<file path="src/rtl/tmul_frame_multi_pkg.sv">
// Shared types and helpers for the temporal-coded stochastic multiplier.
package tmul_pkg;

    typedef enum logic {
        IDLE = 1'b0,
        RUN  = 1'b1
    } state_t;

    function automatic int frame_len(input int width);
        return 1 << width;
    endfunction

    // Reverses the low `width` bits of v; the upper bits of the result are zero.
    function automatic logic [31:0] bit_rev(input logic [31:0] v, input int width);
        logic [31:0] r;
        r = '0;
        for (int i = 0; i < width; i++) begin
            r[i] = v[width-1-i];
        end
        return r;
    endfunction

endpackage

</file>
<file path="src/rtl/tmul_frame_multi_if.sv">
// Operand/result bundle of the multiplier; the slave side is the multiplier.
// Handshake: load is sampled on every rising edge and always wins; ready is high only
// in IDLE, busy only in RUN, and done pulses for one cycle as res updates.
interface tmul_frame_multi_if
    import tmul_pkg::*;
#(
    parameter int WIDTH = 8,
    parameter int LANES = 4
);
    logic [WIDTH-1:0]             iA;
    logic [LANES*WIDTH-1:0]       iB;
    logic                         bipolar;
    logic                         load;
    logic                         ready;
    logic                         busy;
    logic                         active;
    logic [LANES-1:0]             oC;
    logic                         done;
    logic [LANES*(WIDTH+1)-1:0]   res;
    state_t                       dbg_state;

    modport master (
        output iA, iB, bipolar, load,
        input  ready, busy, active, oC, done, res, dbg_state
    );

    modport slave (
        input  iA, iB, bipolar, load,
        output ready, busy, active, oC, done, res, dbg_state
    );
endinterface

</file>
<file path="src/rtl/tmul_frame_multi_vdc_rng.sv">
// Van der Corput sequence: frame index k and its bit-reversal, with a terminal flag.
module vdc_rng
    import tmul_pkg::*;
#(
    parameter int WIDTH = 8
) (
    input  logic             clk,
    input  logic             rst,
    input  logic             clear,
    input  logic             enable,
    output logic [WIDTH-1:0] seq,
    output logic             last
);
    localparam int FRAME_LEN = frame_len(WIDTH);

    logic [WIDTH-1:0] k;

    always_ff @(posedge clk or posedge rst) begin
        if (rst) begin
            k <= '0;
        end else if (clear) begin
            k <= '0;
        end else if (enable) begin
            k <= k + 1'b1;
        end
    end

    assign seq  = WIDTH'(bit_rev(32'(k), WIDTH));
    assign last = (k == WIDTH'(FRAME_LEN - 1));
endmodule

</file>
<file path="src/rtl/tmul_frame_multi.sv">
// Multi-lane stochastic multiplier: shared run-length A, per-lane B vs. shared VdC sequence,
// per-lane ones counting over a 2^WIDTH-cycle frame.
module tmul_frame_multi
    import tmul_pkg::*;
#(
    parameter int WIDTH = 8,
    parameter int LANES = 4
) (
    input  logic                 clk,
    input  logic                 rst,
    tmul_frame_multi_if.slave    bus
);
    state_t               state;
    state_t               state_next;
    logic [WIDTH-1:0]     a_cnt;
    logic [LANES*WIDTH-1:0] bbuf;
    logic                 mode;
    logic                 done_q;
    logic                 busy;
    logic                 active;
    logic                 last;
    logic [WIDTH-1:0]     rng;
    logic [LANES-1:0]     oc;
    logic [WIDTH:0]       ones     [LANES];
    logic [WIDTH:0]       res_lane [LANES];

    always_ff @(posedge clk or posedge rst) begin
        if (rst) begin
            state <= IDLE;
        end else begin
            state <= state_next;
        end
    end

    // A load always restarts the frame, even on its final cycle.
    always_comb begin
        state_next = state;
        case (state)
            IDLE: if (bus.load) state_next = RUN;
            RUN: begin
                if (bus.load)  state_next = RUN;
                else if (last) state_next = IDLE;
            end
            default: state_next = IDLE;
        endcase
    end

    assign busy   = (state == RUN);
    assign active = busy && (a_cnt != '0);

    vdc_rng #(.WIDTH(WIDTH)) u_rng (
        .clk    (clk),
        .rst    (rst),
        .clear  (bus.load),
        .enable (busy && !bus.load),
        .seq    (rng),
        .last   (last)
    );

    always_ff @(posedge clk or posedge rst) begin
        if (rst) begin
            a_cnt  <= '0;
            bbuf   <= '0;
            mode   <= 1'b0;
            done_q <= 1'b0;
        end else begin
            done_q <= 1'b0;
            if (bus.load) begin
                a_cnt <= bus.iA;
                bbuf  <= bus.iB;
                mode  <= bus.bipolar;
            end else if (busy) begin
                if (a_cnt != '0) a_cnt <= a_cnt - 1'b1;
                if (last)        done_q <= 1'b1;
            end
        end
    end

    for (genvar i = 0; i < LANES; i++) begin : g_lane
        logic cmp;
        assign cmp   = (bbuf[i*WIDTH +: WIDTH] > rng);
        assign oc[i] = busy & (mode ? ~(active ^ cmp) : (active & cmp));

        always_ff @(posedge clk or posedge rst) begin
            if (rst) begin
                ones[i]     <= '0;
                res_lane[i] <= '0;
            end else if (bus.load) begin
                ones[i] <= '0;
            end else if (busy) begin
                ones[i] <= ones[i] + (WIDTH+1)'(oc[i]);
                if (last) res_lane[i] <= ones[i] + (WIDTH+1)'(oc[i]);
            end
        end

        assign bus.res[i*(WIDTH+1) +: (WIDTH+1)] = res_lane[i];
    end

    assign bus.ready     = (state == IDLE);
    assign bus.busy      = busy;
    assign bus.active    = active;
    assign bus.oC        = oc;
    assign bus.done      = done_q;
    assign bus.dbg_state = state;
endmodule

</file>
<file path="src/flat_wrapper.sv">
// flat-port wrapper written by rule: the top's interface ports become plain ports
module tmul_frame_multi_flat import tmul_pkg::*;
#(
    parameter int WIDTH = 8,
    parameter int LANES = 4
)
  (clk, rst, bus_iA, bus_iB, bus_bipolar, bus_load, bus_ready, bus_busy, bus_active, bus_oC, bus_done, bus_res, bus_dbg_state);
  tmul_frame_multi_if #(.WIDTH(WIDTH), .LANES(LANES)) bus_i ();
  input  logic clk;
  input  logic rst;
  input wire logic [$bits(bus_i.iA)-1:0] bus_iA;
  input wire logic [$bits(bus_i.iB)-1:0] bus_iB;
  input wire logic [$bits(bus_i.bipolar)-1:0] bus_bipolar;
  input wire logic [$bits(bus_i.load)-1:0] bus_load;
  output wire logic [$bits(bus_i.ready)-1:0] bus_ready;
  output wire logic [$bits(bus_i.busy)-1:0] bus_busy;
  output wire logic [$bits(bus_i.active)-1:0] bus_active;
  output wire logic [$bits(bus_i.oC)-1:0] bus_oC;
  output wire logic [$bits(bus_i.done)-1:0] bus_done;
  output wire logic [$bits(bus_i.res)-1:0] bus_res;
  output wire logic [$bits(bus_i.dbg_state)-1:0] bus_dbg_state;
  assign bus_i.iA = bus_iA;
  assign bus_i.iB = bus_iB;
  assign bus_i.bipolar = bus_bipolar;
  assign bus_i.load = bus_load;
  assign bus_ready = bus_i.ready;
  assign bus_busy = bus_i.busy;
  assign bus_active = bus_i.active;
  assign bus_oC = bus_i.oC;
  assign bus_done = bus_i.done;
  assign bus_res = bus_i.res;
  assign bus_dbg_state = bus_i.dbg_state;
  tmul_frame_multi #(.WIDTH(WIDTH), .LANES(LANES)) u_core (.clk(clk), .rst(rst), .bus(bus_i));
endmodule
</file>
<file path="config.mk">
export PLATFORM = sky130hd
export DESIGN_NAME = tmul_frame_multi_flat
export DESIGN_NICKNAME = d
export VERILOG_FILES = /design/src/rtl/tmul_frame_multi_pkg.sv /design/src/rtl/tmul_frame_multi_if.sv /design/src/rtl/tmul_frame_multi_vdc_rng.sv /design/src/rtl/tmul_frame_multi.sv /design/src/flat_wrapper.sv
export SDC_FILE = /design/constraint.sdc
export NUM_CORES = 1
export LEC_CHECK = 0
export CAP_MARGIN = 20
export CORE_MARGIN = 2
export CORE_UTILIZATION = 57
export CTS_BUF_LIST = sky130_fd_sc_hd__clkbuf_2 sky130_fd_sc_hd__clkbuf_4 sky130_fd_sc_hd__clkbuf_8
export DETAILED_ROUTE_END_ITERATION = 8
export MAX_ROUTING_LAYER = met4
export PLACE_DENSITY = 0.84
export REMOVE_ABC_BUFFERS = 1
export SLEW_MARGIN = 40
export SYNTH_ARGS = -nofsm -noshare
export SYNTH_HDL_FRONTEND = slang
export SYNTH_HIERARCHICAL = 1
export SYNTH_SLANG_ARGS = --single-unit
export TNS_END_PERCENT = 30
</file>
<file path="constraint.sdc">
create_clock -name clk -period 4.8 [get_ports clk]
set_input_delay 0.96 -clock clk [delete_from_list [all_inputs] [get_ports clk]]
set_output_delay 0.96 -clock clk [all_outputs]
set_load 0.05 [all_outputs]
</file>
==> flow_summary_export.csv, run 1 <==
group,metric,value,unit
clocking,cts_hold_buf,0,
sta,timing.final.crit_share,0.961,
placed_design,hpwlAfterDp,9310,um
routing,ant_nets,0,
yosys,async_reset_ff_frac,1.00,
sta,clock.fmax,217,MHz
flow_run,maxCapViolCount,0,
sta,setup_ws,188,ps
grt,grt_pass1_wl,22700,um
clocking,cts.sinks,123,
clocking,ctsResizeCount,0,
sta,max_slew_margin,0.466,
grt,grt_usage,0.250,
setup_path,crit_type,"register to output port",
clocking,cts_tree,"yes",
floorplan,die_h,110,um
routing,drtIter0Drc,357,
cells_and_area,nets,792,
yosys,ys.flop_type,"dfrtp_1",
cells_and_area,area_delta_synth_final,21.6,%
clocking,ctsHtreeMaxLevel,4,
clocking,clock_latency,440,ps
floorplan,num_rows,38,
yosys,yosys_warnings,6,
yosys,synth_edf_count,0,
setup_path,arrival,3650,ps
floorplan,core_area,0.0109,mm^2
yosys,syn_avg_cell_area,10.3,um^2
sta,finalClockSkew,10.6,ps
cells_and_area,fin_util,0.714,
sta,worst_pin_slew,800,ps
routing,drtPass1Iterations,5,
floorplan,die_w,110,um
sta,finalCriticalPeriod,4610,ps
grt,grt_max_degree,99,
floorplan,ios,89,
placed_design,globalplace.congestion,0.832,
clocking,numCtsBuffers,17,
placed_design,port-buffer-count,88,
grt,grt_pass1_vias,4747,
floorplan,initial_utilization,0.587,
placed_design,place_ws,666,ps
floorplan,die_area,0.0121,mm^2
setup_path,cp_max_fo,4,
setup_path,end_kind,"output port",
routing,vias,4760,
sta,rsz0062_at_grt,"false",
yosys,yosys-top-cells-area,"dfrtp_1 (48%), ha_1 (9.0%), mux2_2 (6.9%)",
clocking,path_clk_slew,70,ps
yosys,ys_ff_latch,123,
cells_and_area,drive_gt1_frac,0.113,
power_and_ir_drop,power.density,331,mW/mm^2
yosys,syn_inst,621,
power_and_ir_drop,leakagePower,3.36,nW
yosys,synth.distinct_cells,43,
grt,overflow,0,
sta,maxSlewViolCount,0,
sta,hold_viol,0,
routing,wirelength,13400,um
routing,avgViaCountPerCell,5.57,
clocking,clockBufferDepth,2,
power_and_ir_drop,ir_drop,0.181,mV
clocking,post_cts_buffers,0,
setup_path,critPathRequiredTime,3840,ps
yosys,yosysSeqAreaShare,0.482,
sta,setup_viol,0,
cells_and_area,layout_commonest_cell,"dfrtp_1",
setup_path,startpoint_type,"register",
worst_hold_path,hold_class,"register to register",
cells_and_area,final_cell_mix,"dfrtp_1 (123), clkdlybuf4s50_1 (86), nand2_1 (65), o21ai_0 (54), nor2_1 (52)",
yosys,yosysTopAreaCellShare,0.482,
clocking,cts-root-buf,"clkbuf_8",
routing,wl_per_cell,15.7,um
cells_and_area,n_antenna_cell,0,
grt,antenna_found_initial,0,
routing,drc,0,
run_status,status,"finished clean",
yosys,synth_area,0.00639,mm^2
yosys,yosys.area.top_type,"dfrtp_1",
==> worst paths after layout <==
check                                     end  cells past startpoint  slack (ps)               start
max                                 bus_oC[2]                      9         190   u_core/u_rng/k[0]
min                        u_core/bus.res[23]                      2         480  u_core/bus.res[23]
max reg2reg                u_core/bus.res[17]                     13        1020     u_core/a_cnt[0]
min reg2reg                u_core/bus.res[23]                      2         480  u_core/bus.res[23]
max in group asynchronous  u_core/bus.res[28]                      3        2970                 rst
min in group asynchronous   u_core/u_rng/k[5]                      2         920                 rst
==> cell families (layout without fill, tap and decap cells) <==
group                      Yosys count  count (layout)  synth area share
and+or+nand+nor                    199             199             0.145
DFF                                123             123             0.482
AOI/OAI and AO/OA                   92              92            0.0797
xor gates and xnor gates            56              56            0.0768
muxes                               55              55            0.0938
buffers and inverters               50             143            0.0333
adders and majority gates           46              46            0.0901
==> power by group <==
group          internal [mW]  total (mW)  switching (mW)
sequential              1.10        1.15          0.0527
combinational          0.207       0.460           0.254
clock                  0.529       0.960           0.431
==> layer usage <==
metal / GRT usage / share of wire
met2: 0.411 / 0.51
met3: 0.0498 / 0.050
met1: 0.310 / 0.42
met5: - / 0
met4: 0.0850 / 0.014
==> flip-flops by register name, indices dropped and copies added, names as in the netlist <==
| signal | cells |
|---|---|
| u_core/a_cnt | 8 |
| u_core/bbuf | 32 |
| u_core/bus.busy | 1 |
| u_core/bus.done | 1 |
| u_core/bus.res | 36 |
| u_core/mode | 1 |
| u_core/ones | 36 |
| u_core/u_rng/k | 8 |
==> cells in the mapped netlist (all sizes together) (2+ instances only) <==
| cell type | instances |
|---|---|
| and3 | 2 |
| nor2 | 52 |
| clkbuf | 16 |
| nand4 | 12 |
| nand3 | 20 |
| o21ai | 56 |
| mux2i | 16 |
| o211ai | 2 |
| buf | 14 |
| xor2 | 21 |
| nor3 | 22 |
| dfrtp | 123 |
| a21oi | 22 |
| mux2 | 39 |
| o21a | 4 |
| inv | 20 |
| xnor2 | 35 |
| a211oi | 2 |
| ha | 46 |
| nand2 | 66 |
| or3 | 10 |
| nor2b | 6 |
==> cell type report <==
type / instances / area (um^2)
well taps: 140 / 175
multi-input cells: 448 / 3110
clock buffers: 18 / 248
clock inverters: 13 / 168
flip-flops and latches: 123 / 3080
inverters: 20 / 80.1
fillers: 794 / 3120
repair buffers: 92 / 915
==> metrics by stage <==
stage / power [mW] / cells / setup TNS [ps] / area, um^2 / hold slack [ps]
finish: 2.57 / 854 / 0 / 7770 / 480
global route: 2.70 / 854 / 0 / 7770 / 514
CTS: 2.59 / 854 / 0 / 7760 / 488
detailed placement: 1.63 / 823 / 0 / 7350 / 472
global placement: 1.59 / 823 / 0 / 7340 / 460
floorplan: 1.46 / 591 / -5980 / 6250 / 487
==> worst max-delay path: stages (launching register included) <==
cell and delay, ps:
dfrtp_1 430, inv_1 140, ha_1 340, nand2_1 70, o21ai_0 310, mux2i_1 130
a21oi_1 200, ha_1 270, a211oi_1 420, clkdlybuf4s50_1 890
Note: power is estimated with default switching activity, not from simulation.
==> inputs of run 2 (changes only) <==
--- a/config.mk
+++ b/config.mk
@@ -10,6 +10,7 @@
 export CORE_UTILIZATION = 57
 export CTS_BUF_LIST = sky130_fd_sc_hd__clkbuf_2 sky130_fd_sc_hd__clkbuf_4 sky130_fd_sc_hd__clkbuf_8
 export DETAILED_ROUTE_END_ITERATION = 8
+export HOLD_SLACK_MARGIN = 0.03
 export MAX_ROUTING_LAYER = met4
 export PLACE_DENSITY = 0.84
 export REMOVE_ABC_BUFFERS = 1
==> results of run 2 <==
The final DEF is identical to that of run 1; final timing and power are the same.
